--- config.mk ---
export PLATFORM = sky130hd
export DESIGN_NAME = device_select_arbiter
export DESIGN_NICKNAME = d
export VERILOG_FILES = /design/src/rtl/device_sel_pkg.sv /design/src/rtl/hold_timer.sv /design/src/rtl/device_select_arbiter.sv
export SDC_FILE = /design/constraint.sdc
export NUM_CORES = 1
export LEC_CHECK = 0
export CORE_MARGIN = 4
export CORE_UTILIZATION = 54
export CTS_BUF_LIST = sky130_fd_sc_hd__clkbuf_4 sky130_fd_sc_hd__clkbuf_8
export DETAILED_ROUTE_END_ITERATION = 12
export PLACE_DENSITY_LB_ADDON = 0.12
export REMOVE_ABC_BUFFERS = 1
export SLEW_MARGIN = 10
export SYNTH_ARGS = -nofsm -noshare
export SYNTH_HDL_FRONTEND = slang
export SYNTH_HIERARCHICAL = 1
export SYNTH_SLANG_ARGS = --single-unit
--- constraint.sdc ---
create_clock -name i_clk -period 6.2 [get_ports i_clk]
set_clock_uncertainty 0.05 [all_clocks]
set_input_delay 0.62 -clock i_clk [delete_from_list [all_inputs] [get_ports i_clk]]
set_output_delay 0.62 -clock i_clk [all_outputs]
set_load 0.02 [all_outputs]
--- src/rtl/device_sel_pkg.sv ---
// Shared types and round-robin helpers for the display-owner arbiter.
// Latency: combinational helpers only.
// Backpressure: none.
package device_sel_pkg;

    typedef enum logic [1:0] {
        SEL_DEFAULT = 2'b00,
        SEL_NES     = 2'b01,
        SEL_PS2     = 2'b10,
        SEL_VCR     = 2'b11
    } device_sel_t;

    localparam int N_DEV = 3;

    // First requesting device found scanning from device index ptr (0=NES, 1=PS2, 2=VCR).
    function automatic device_sel_t rr_next(input logic [2:0] req, input logic [1:0] ptr);
        device_sel_t sel;
        logic [2:0]  pos;
        logic        found;
        sel   = SEL_DEFAULT;
        found = 1'b0;
        for (int i = 0; i < N_DEV; i++) begin
            pos = {1'b0, ptr} + 3'(i);
            if (pos >= 3'd3) begin
                pos = pos - 3'd3;
            end
            if (!found && req[pos]) begin
                found = 1'b1;
                sel   = device_sel_t'(2'(pos[1:0] + 2'd1));
            end
        end
        return sel;
    endfunction

    // One-hot request/pending bit for a selection; SEL_DEFAULT maps to no bit.
    function automatic logic [2:0] sel_mask(input device_sel_t sel);
        logic [2:0] m;
        case (sel)
            SEL_NES: m = 3'b001;
            SEL_PS2: m = 3'b010;
            SEL_VCR: m = 3'b100;
            default: m = 3'b000;
        endcase
        return m;
    endfunction

endpackage

--- src/rtl/hold_timer.sv ---
// Idle countdown for the current display owner; expires when the count reaches zero.
// Latency: load/decrement visible one cycle after the control edge.
// Backpressure: none; load wins over decrement, count saturates at zero.
module hold_timer #(
    parameter int HOLD_CYCLES = 100_000_000
) (
    input  logic i_clk,
    input  logic i_reset,
    input  logic i_load,
    input  logic i_en,
    output logic o_expired
);

    localparam int TW = $clog2(HOLD_CYCLES + 1);
    localparam logic [TW-1:0] RELOAD = TW'(HOLD_CYCLES - 1);

    logic [TW-1:0] count;

    // Reload on owner activity, otherwise count down and stick at zero.
    always_ff @(posedge i_clk) begin
        if (i_reset) begin
            count <= '0;
        end else if (i_load) begin
            count <= RELOAD;
        end else if (i_en && (count != '0)) begin
            count <= count - TW'(1);
        end
    end

    assign o_expired = (count == '0);

endmodule

--- src/rtl/device_select_arbiter.sv ---
// Grants LED/7-seg display ownership to one of NES/PS2/VCR by activity, round-robin.
// Latency: 1 cycle from sampled activity to o_sel; handover on expiry is a single edge.
// Backpressure: owner never preempted; other requests latch into o_pending until served.
module device_select_arbiter
    import device_sel_pkg::*;
#(
    parameter int HOLD_CYCLES = 100_000_000
) (
    input  logic       i_clk,
    input  logic       i_reset,
    input  logic [2:0] i_act,
    input  logic       i_manual,
    input  logic [1:0] i_sel_man,
    output logic [1:0] o_sel,
    output logic       o_busy,
    output logic [2:0] o_pending
);

    device_sel_t state;
    logic [1:0]  rr_ptr;

    logic [2:0]  own_mask;
    logic [2:0]  req_all;
    logic [2:0]  req_other;
    logic        owner_active;
    logic        timer_expired;
    logic        release_now;
    logic [1:0]  own_idx;
    logic [1:0]  after_idx;
    device_sel_t grant_sel;
    logic        timer_load;
    logic        timer_en;
    logic        timer_clr;

    assign own_mask     = sel_mask(state);
    assign req_all      = o_pending | i_act;
    assign req_other    = req_all & ~own_mask;
    assign owner_active = |(i_act & own_mask);
    assign release_now  = (state != SEL_DEFAULT) && !owner_active && timer_expired;
    assign own_idx      = 2'(state) - 2'd1;
    assign after_idx    = (own_idx == 2'd2) ? 2'd0 : own_idx + 2'd1;

    // Pick the next owner: from rr_ptr when idle, from just after the owner on release.
    always_comb begin
        grant_sel = SEL_DEFAULT;
        if (state == SEL_DEFAULT) begin
            grant_sel = rr_next(req_all, rr_ptr);
        end else if (release_now) begin
            grant_sel = rr_next(req_other, after_idx);
        end
    end

    // Manual mode parks the timer at zero; any new grant or owner activity reloads it.
    assign timer_clr  = i_reset | i_manual;
    assign timer_load = !i_manual && ((grant_sel != SEL_DEFAULT) || owner_active);
    assign timer_en   = !i_manual && (state != SEL_DEFAULT) && !owner_active;

    hold_timer #(
        .HOLD_CYCLES(HOLD_CYCLES)
    ) u_hold_timer (
        .i_clk    (i_clk),
        .i_reset  (timer_clr),
        .i_load   (timer_load),
        .i_en     (timer_en),
        .o_expired(timer_expired)
    );

    // Ownership FSM with registered select/busy/pending outputs and round-robin pointer.
    always_ff @(posedge i_clk) begin
        if (i_reset) begin
            state     <= SEL_DEFAULT;
            o_sel     <= 2'b00;
            o_busy    <= 1'b0;
            o_pending <= 3'b000;
            rr_ptr    <= 2'd0;
        end else if (i_manual) begin
            state     <= SEL_DEFAULT;
            o_sel     <= i_sel_man;
            o_busy    <= 1'b0;
            o_pending <= 3'b000;
        end else if (state == SEL_DEFAULT) begin
            state     <= grant_sel;
            o_sel     <= grant_sel;
            o_busy    <= (grant_sel != SEL_DEFAULT);
            o_pending <= req_all & ~sel_mask(grant_sel);
        end else if (release_now) begin
            rr_ptr    <= after_idx;
            state     <= grant_sel;
            o_sel     <= grant_sel;
            o_busy    <= (grant_sel != SEL_DEFAULT);
            o_pending <= req_other & ~sel_mask(grant_sel);
        end else begin
            o_pending <= req_other;
        end
    end

endmodule

Word-level counts from Yosys, hierarchy flattened

Cells that the tools add are included.

Reduce and logical (&&, ||, !) cells: 29
Add/subtract/negate cells: 19
Muxes and demuxes: 64
Bitwise operators: 11
Eq/ne operators: 7
Magnitude comparators: 12

Operators with widths:

| operator                                                           | number |
|---|---|
| 2-to-1 mux 3 bit                                                   | 24 |
| 2-to-1 mux 27 bit                                                  | 2 |
| zero test 27 bit                                                   | 1 |
| nonzero test 27 bit                                                | 1 |
| subtractor 27 x 1 -> 27 bit (second input constant)                | 1 |
| 2-to-1 mux 2 bit                                                   | 12 |
| less-than comparator 3 bit (second input constant)                 | 6 |
| 2-to-1 mux 1 bit                                                   | 18 |
| case mux 3 bit (3 select lines)                                    | 2 |
| adder 2 x 1 -> 2 bit (second input constant)                       | 7 |
| AND 3 bit                                                          | 4 |
| binary-select mux 1 bit (select 2 bit)                             | 6 |
| greater-or-equal comparator 3 x 2 -> 1 bit (second input constant) | 4 |
| subtractor 3 x 2 -> 3 bit (second input constant)                  | 4 |
| equality test 2 bit (second input constant)                        | 5 |
| logical AND 1 bit                                                  | 10 |
| NOT 3 bit                                                          | 3 |
| nonzero test 2 bit                                                 | 4 |
| adder 2 x 1 -> 3 bit (second input constant)                       | 2 |
| adder 2 x 2 -> 3 bit (second input constant)                       | 2 |
| zero test 1 bit                                                    | 6 |
| subtractor 2 x 2 -> 3 bit (second input constant)                  | 2 |
| equality test 2 x 1 -> 1 bit (second input constant)               | 2 |
| greater-or-equal comparator 2 bit (second input constant)          | 2 |
| 10 further kinds                                                   | 12 |

Register bits: 37
Output and inout port bits: 6
Word-level logic and storage cells: 149
Input bits: 8

Longest topological paths before layout

Gate-level depths: netlist of run 1.

Word-level depth: 34
Mapped depth: 15
Gate-level depth less buffers: 14

Modules after synthesis

Netlist of run 1, hierarchy kept.

Modules (own cells, without submodules):

| module                | times used | cells each | area each (µm²) | sequential area each (µm²) |
|---|---|---|---|---|
| hold_timer            | 1          | 156        | 1,427.6         | 540.5 |
| device_select_arbiter | 1          | 127        | 1,051.0         | 200.2 |

Least setup slack after synthesis of run 1

No wires, ideal clock.

Kind: register -> register
From: register u_hold_timer.count[0]
To: register u_hold_timer.count[15]
Data required time: 6,076 ps
Path buffers: 1
Slack: 2,707 ps
Cell stages (with the launch flop): 15
Data arrival time: 3,369 ps
Library setup time: 74 ps
Clock period less this slack: 3,493 ps
Cell sequence: dfxtp_1 -> inv_1 -> ha_1 -> or4b_1 -> or3_1 -> or3_4 -> clkinv_4 -> nand2_1 -> nor2_4 -> o311a_1 -> nor3_1 -> a31oi_1 -> clkinv_1 -> clkbuf_1 -> a31oi_1

Longest elaborated chain between the ends: 8
Elaborated cells between the ends (all ways): 13
Classes of those cells: add/sub: 1; mux: 4; reduce/logical: 8

Ends and longest elaborated chain:

| what                                                           | line                        | text |
|---|---|---|
| start: declaration                                             | hold_timer.sv:17            | `logic [TW-1:0] count;` |
| start signal: assignment                                       | hold_timer.sv:26            | `count <= count - TW'(1);` |
| zero test 27 bit (*)                                           | hold_timer.sv:30            | `assign o_expired = (count == '0);` |
| named net timer_expired                                        | device_select_arbiter.sv:26 | `logic timer_expired;` |
| logical AND 1 bit (*)                                          | device_select_arbiter.sv:39 | `assign release_now = (state != SEL_DEFAULT) && !owner_active && timer_expired;` |
| 2-to-1 mux 2 bit (*)                                           | device_select_arbiter.sv:48 | `end else if (release_now) begin` |
| 2-to-1 mux 2 bit (*)                                           | device_select_arbiter.sv:46 | `if (state == SEL_DEFAULT) begin` |
| nonzero test 2 bit (*)                                         | device_select_arbiter.sv:55 | `assign timer_load = !i_manual && ((grant_sel != SEL_DEFAULT) \|\| owner_active);` |
| logical OR 1 bit (*)                                           | device_select_arbiter.sv:55 |  |
| logical AND 1 bit (*)                                          | device_select_arbiter.sv:55 |  |
| named net timer_load                                           | device_select_arbiter.sv:31 | `logic timer_load;` |
| 2-to-1 mux 27 bit / nonzero test 2 bit (equally long branches) | n/a                         |  |

The timed path passes the listed nets; every way through them passes the cells marked *. The select of a mux whose other input is x is not followed.
A chain may end at the register's enable or synchronous reset.

Final worst setup path of run 1

From: register u_hold_timer.count[16]
To: register u_hold_timer.count[1]

Same word-level chain as after synthesis.

==> metrics.cfg, run 1 <==
[setup_path]
crit_path_end_kind = register
reg2reg_slack_ns = 1.96
worstPathCellList = or4_1 -> nand4bb_1 -> or3_4 -> clkinv_4 -> nand2_1 -> nor2_4 -> o311a_1 -> nor3_1 -> a31oi_1 -> clkinv_1 -> a311oi_1
crit_path_start_kind = register
r2r_cells = 11
cp_num_cells = 11
crit_end = u_hold_timer/count[1]$_SDFFE_PP0P_
startpoint = u_hold_timer/count[16]$_SDFFE_PP0P_
critical_path_required_ns = 6.35
path_class = reg -> reg
arrival_ns = 4.40
cp_max_fo = 18
critPathTopFamily = simple AND/OR/NAND/NOR gates
slowest_stage = or4_1
critPathMaxStageDelay_ns = 0.66
path_buf_inv = 2
reg2reg_to = u_hold_timer/count[1]$_SDFFE_PP0P_
r2r_start = u_hold_timer/count[16]$_SDFFE_PP0P_

[die]
coreArea_sq_mm = 0.004384
die_w_microns = 75.75
ioPinCount = 14
die_area_sq_mm = 0.005738
start_util = 0.5654
rows = 24
fp.dieH_microns = 75.75

[clocking]
cts_max_level = 2
cts_sinks = 37
cts_buffer_depth = 2
holdBufCountCts = 0
cts_tree = yes
clk_pin_slew_ns = 0.07
clk-insertion-delay-late_ns = 0.29
clockRootBuffer = clkbuf_8
cts_setup_buffers = 0
cts_buffers = 5
cts_repair_resize_count = 0

[cells_and_area]
final_cells = 345
multi_input_area_sq_mm = 0.001594
nFillCells = 368
seqCellArea_sq_um = 740.7
antenna_cells = 0
areaGrowthSynthToFinish_pct = 9.843
final_net_count = 310
drive_gt1_frac = 0.1126

[placed_design]
post-place-cells = 337
portBuffers = 13
place_congestion = 0.8840
dp.final_hpwl_microns = 4232
place_ws_ns = 1.946

[detailed_routing]
viasPerCell = 6.522
routed_wl_microns = 5709
drtPass1Iterations = 4
vias = 2250
wl_per_cell_microns = 16.55
drcViolationCount = 0
ant_nets = 0
drt_iter0_markers = 170

[sta]
timing.final.max_slew_violations = 0
setup_violations = 0
tightest_slew_ns = 0.7530
setup_slack_ns = 1.957
hold_viol = 0
fin_crit_sh = 0.6844
rsz0062_at_grt = no
max_freq_mhz = 235.7
fin_crit_ns = 4.243
relSlewSlack = 0.4975
fin_setup_tns_ns = 0

[logic_synthesis]
ys_async_sr_fraction = 0
yosysUniqueCellTypes = 78
synthTopCellsByCount = 37 x dfxtp_1, 25 x a21oi_1, 19 x nor2_1
synth_flop_cell = dfxtp_1
synth_area_per_cell_sq_um = 8.758
synth_fa_ha_area_frac = 0.05048
synth_compound_area_frac = 0.3241
yosysSeqAreaShare = 0.2988
synthMuxAreaShare = 0.01212
ys_warn_count = 6
syn_inst = 283
synth.most_common_cell = dfxtp_1
synth_area_sq_mm = 0.002479
ys_seq_elements = 37
synth_top_area_frac = 0.2988
yosysTopAreaCell = dfxtp_1
synth_enable_flop_cells = 0
yosys.area_share.simple = 0.2246
synthXorXnorAreaFrac = 0.03180
synth_top_family_by_area = compound AO/OA/AOI/OAI gates
synthTopCellsByArea = dfxtp_1 30%, a21oi_1 5.0%, ha_1 5.0%

[global_routing]
grt_util_met1 = 0.3269
grt_pass1_wl_microns = 9618
antenna_found_initial = 0
grt_pass1_vias = 1975
gr-usage-met3 = 0.05013
grt_max_degree = 25
met2_usage = 0.3118
top_usage_layer = met1
overflow = 0
grt_usage = 0.2200

[power_and_ir_drop]
power_density_mw_per_mm2 = 253.9
cellLeakagePower_nw = 0.9657
vdd_ir_drop_max_v = 0.0001477

[outcome]
status = completed

[worst_hold_path]
holdCritPathClass = reg -> reg

[run]
drv_cap = 0

==> worst register-to-register path: cells and delay by family (launching register included) <==
family / cells / cell delay [ns]
simple gates: 6 / 2.13
compound gates: 3 / 0.99
buf+inv: 2 / 0.64
flops: 1 / 0.36
==> cells by family after synthesis <==
family / count (synthesis)
flip-flops: 37
multiplexers: 3
adder cells (fa/ha/maj): 10
XOR/XNOR: 9
AO/OA/AOI/OAI: 103
buffers and inverters: 28
AND/OR/NAND/NOR: 93
==> metrics by stage <==
step | power [mW] | area (sq um) | hold slack, ns | util
2_1_floorplan | 0.4220 | 2400 | 0.4008 | -
3_3_place_gp | 0.4717 | 2603 | 0.4230 | 0.5936
3_5_place_dp | 0.4753 | 2603 | 0.4379 | 0.5936
4_1_cts | 0.6925 | 2723 | 0.4496 | 0.6210
5_1_grt | 0.7305 | 2723 | 0.4784 | 0.6210
6_report | 0.6913 | 2723 | 0.4433 | 0.6210
==> state kept, by name, indices dropped and copies added, names as in the netlist <==
name,count
state,2
o_busy,1
rr_ptr,2
o_sel,2
o_pending,3
u_hold_timer/count,27
==> final cells by class <==
cell class	instances	area share
inverters	16	0.02390
flip-flops and latches	37	0.2721
multi-input cells	218	0.5855
clock inverters	1	0.01103
repair buffers	14	0.05055
clock buffers	7	0.03309
well taps	52	0.02390
==> how the worst min path moves through the flow <==
stage | start | endpoint | slack, ns | depth (start not counted)
2_1_floorplan | u_hold_timer/count[19]$_SDFFE_PP0P_ | u_hold_timer/count[19]$_SDFFE_PP0P_ | 0.40 | 2
3_3_place_gp | u_hold_timer/count[11]$_SDFFE_PP0P_ | u_hold_timer/count[11]$_SDFFE_PP0P_ | 0.42 | 2
3_5_place_dp | u_hold_timer/count[19]$_SDFFE_PP0P_ | u_hold_timer/count[19]$_SDFFE_PP0P_ | 0.44 | 2
4_1_cts | u_hold_timer/count[11]$_SDFFE_PP0P_ | u_hold_timer/count[11]$_SDFFE_PP0P_ | 0.45 | 2
5_1_grt | u_hold_timer/count[11]$_SDFFE_PP0P_ | u_hold_timer/count[11]$_SDFFE_PP0P_ | 0.48 | 2
6_report | u_hold_timer/count[19]$_SDFFE_PP0P_ | u_hold_timer/count[19]$_SDFFE_PP0P_ | 0.44 | 2
==> layout by cell type, fill, tap and decap left out, types with 3 or more instances in the layout <==
cell type	n
nor3b_1	3
o31ai_1	9
or2_2	4
a211oi_1	3
a21oi_1	25
or4_1	11
nand2_1	15
clkdlybuf4s50_1	13
xor2_1	7
o21ai_0	7
mux2i_1	3
nor2_1	19
or3_1	13
dfxtp_1	37
nor3_1	7
o311ai_0	4
clkbuf_8	6
a31oi_1	10
ha_1	10
nand4_1	4
inv_1	12
==> where the power goes <==
group | switching [mW] | internal (mW)
logic | 0.128 | 0.0762
registers | 0.0159 | 0.253
clock network | 0.0830 | 0.135
total | 0.227 | 0.465
==> routing by layer <==
metal  part of all wire  vias to the layer above
li1                   -                     1124
met1               0.51                     1076
met2               0.43                       42
met3              0.045                        8
met4              0.013                        0
met5                  0                        -
Power figures use the tool's default switching activity.
==> run 2, diff against run 1 <==
==> constraint.sdc (replaced) <==
create_clock -name i_clk -period 3.62 [get_ports i_clk]
set_clock_uncertainty 0.05 [all_clocks]
set_input_delay 0.362 -clock i_clk [delete_from_list [all_inputs] [get_ports i_clk]]
set_output_delay 0.362 -clock i_clk [all_outputs]
set_load 0.02 [all_outputs]
==> run 2 against run 1 <==
Against the previous run: final cell count grew 3.8%; non-clock buffer count up 13; global-route usage is 0.057 points lower; sequential share of layout area down 0.93 points; worst setup slack worse by 1.8 ns.
==> metrics.cfg, run 2 (synthesis gave the netlist of run 1 again) <==
[clocking]
cts_max_level = 2
cts_tree = yes
holdBufCountCts = 0
clk-insertion-delay-late_ns = 0.29
clockRootBuffer = clkbuf_8
cts_sinks = 37
cts_buffers = 5
clk_pin_slew_ns = 0.07
cts_buffer_depth = 2

[sta]
hold_viol = 0
fin_setup_tns_ns = 0
max_freq_mhz = 290.8
timing.final.max_slew_violations = 0
fin_crit_sh = 0.9499
fin_crit_ns = 3.439
setup_slack_ns = 0.1814
tightest_slew_ns = 0.5302
relSlewSlack = 0.6452
setup_violations = 0

[cells_and_area]
antenna_cells = 0
top_regs = u_hold_timer/count (27), o_pending (3)
final_cells = 358
final_cell_mix = 37 x dfxtp_1, 25 x a21oi_1, 19 x nor2_1
drive_gt1_frac = 0.1569
largest_register_ffs = 27
final_net_count = 323
final_common_cell = dfxtp_1
areaGrowthSynthToFinish_pct = 13.73
top_register = u_hold_timer/count
nFillCells = 400
fin_util = 0.6430

[setup_path]
crit_path_start_kind = register
arrival_ns = 3.60
critPathMaxStageDelay_ns = 0.46
path_buf_inv = 4
worstPathCellList = inv_1 -> ha_1 -> or4b_1 -> or3_1 -> or3_4 -> clkinv_4 -> nand2_1 -> nor2_4 -> o311a_4 -> nor3_1 -> a31oi_2 -> clkinv_1 -> buf_4 -> a31oi_1
crit_path_end_kind = register
critical_path_required_ns = 3.78
slowest_stage = or4b_1
path_class = reg -> reg
critPathTopFamily = simple AND/OR/NAND/NOR gates
cp_max_fo = 10

[worst_hold_path]
holdCritPathClass = reg -> reg

[placed_design]
place_congestion = 0.8492
dp.final_hpwl_microns = 4313
post-place-cells = 348
portBuffers = 13
place_ws_ns = 0.1188

[die]
fp.dieH_microns = 75.75
rows = 24
coreArea_sq_mm = 0.004384
die_w_microns = 75.75
start_util = 0.5654
ioPinCount = 14
die_area_sq_mm = 0.005738

[power_and_ir_drop]
switching_power_uw = 403.6
clockPowerShare = 0.271
p_sw_frac = 0.3451
vdd_ir_drop_max_v = 0.0002202
cellLeakagePower_nw = 1.027
power_density_mw_per_mm2 = 414.9
p_seq_frac = 0.394
p_total_mw = 1.170
p_int_uw = 765.9
p_comb_frac = 0.335

[detailed_routing]
wl_per_cell_microns = 16.54
routed_wl_microns = 5922
ant_nets = 0
vias = 2329
drtPass1Iterations = 7
drcViolationCount = 0
viasPerCell = 6.506
drt_iter0_markers = 184

[global_routing]
grt_pass1_wl_microns = 9873
grt_pass1_vias = 2064
overflow = 0
antenna_found_initial = 0
grt_usage = 0.2195
grt_max_degree = 24

[outcome]
status = completed

[run]
drv_cap = 0

==> run 2: stage by stage <==
step / area [sq um] / hold WS, ns
after floorplan: 2400 / 0.3844
after global placement: 2685 / 0.4229
after detailed placement: 2685 / 0.4299
after CTS: 2786 / 0.4399
after global routing: 2819 / 0.4677
final: 2819 / 0.4351
==> run 2: power by group through the flow <==
stage	Combinational [mW]	Sequential, mW	Clock, mW
3_3_place_gp	0.371	0.469	0
2_1_floorplan	0.252	0.470	0
5_1_grt	0.429	0.465	0.341
6_report	0.392	0.461	0.317
4_1_cts	0.378	0.460	0.323
3_5_place_dp	0.376	0.470	0
==> run 2: layout make-up <==
cell class	instances	area [sq um]	share of cell area
clock buffers	7	96.34	0.03418
clock inverters	1	5.005	0.001775
inverters	16	65.06	0.02308
multi-input cells	218	1612	0.5717
flip-flops and latches	37	740.7	0.2628
well taps	52	65.06	0.02308
repair buffers	27	235.2	0.08344
==> run 2: worst paths after layout <==
check / slack, ns / endpoint / cells after the start / start
worst max-delay path: 0.18 / u_hold_timer/count[13]$_SDFFE_PP0P_ / 14 / u_hold_timer/count[0]$_SDFFE_PP0P_
worst min register to register: 0.44 / u_hold_timer/count[19]$_SDFFE_PP0P_ / 2 / u_hold_timer/count[19]$_SDFFE_PP0P_
worst min-delay path: 0.44 / u_hold_timer/count[19]$_SDFFE_PP0P_ / 2 / u_hold_timer/count[19]$_SDFFE_PP0P_
worst max register to register: 0.18 / u_hold_timer/count[13]$_SDFFE_PP0P_ / 14 / u_hold_timer/count[0]$_SDFFE_PP0P_
==> run 2: worst reg2reg max path, cell delays in order (launching register included) <==
cell	delay [ns]
dfxtp_1	0.32
inv_1	0.10
ha_1	0.18
or4b_1	0.46
or3_1	0.39
or3_4	0.37
clkinv_4	0.09
nand2_1	0.10
nor2_4	0.17
o311a_4	0.23
nor3_1	0.07
a31oi_2	0.31
clkinv_1	0.16
buf_4	0.20
a31oi_1	0.16
==> run 2: timing repair <==
item | in CTS | in global routing
setup buffers | 0 | 2
endpoints found under the setup margin | 0 | 25
gates resized for setup | 0 | 2
==> run 2: per-layer routing <==
layer | vias to the layer above | share of wire | track usage
met2 | 64 | 0.43 | 0.3118
li1 | 1153 | - | -
met4 | 0 | 0.014 | 0.05825
met5 | - | 0 | 0
met3 | 9 | 0.049 | 0.03958
met1 | 1103 | 0.50 | 0.3360
==> run 3, diff against run 2 <==
--- a/config.mk
+++ b/config.mk
@@ -8,6 +8,7 @@
 export CORE_MARGIN = 4
 export CORE_UTILIZATION = 54
 export CTS_BUF_LIST = sky130_fd_sc_hd__clkbuf_4 sky130_fd_sc_hd__clkbuf_8
+export CTS_CLUSTER_DIAMETER = 100
 export DETAILED_ROUTE_END_ITERATION = 12
 export PLACE_DENSITY_LB_ADDON = 0.12
 export REMOVE_ABC_BUFFERS = 1
==> results of run 3 <==
Same layout as run 2: the final DEF is identical, and so are final timing and power.
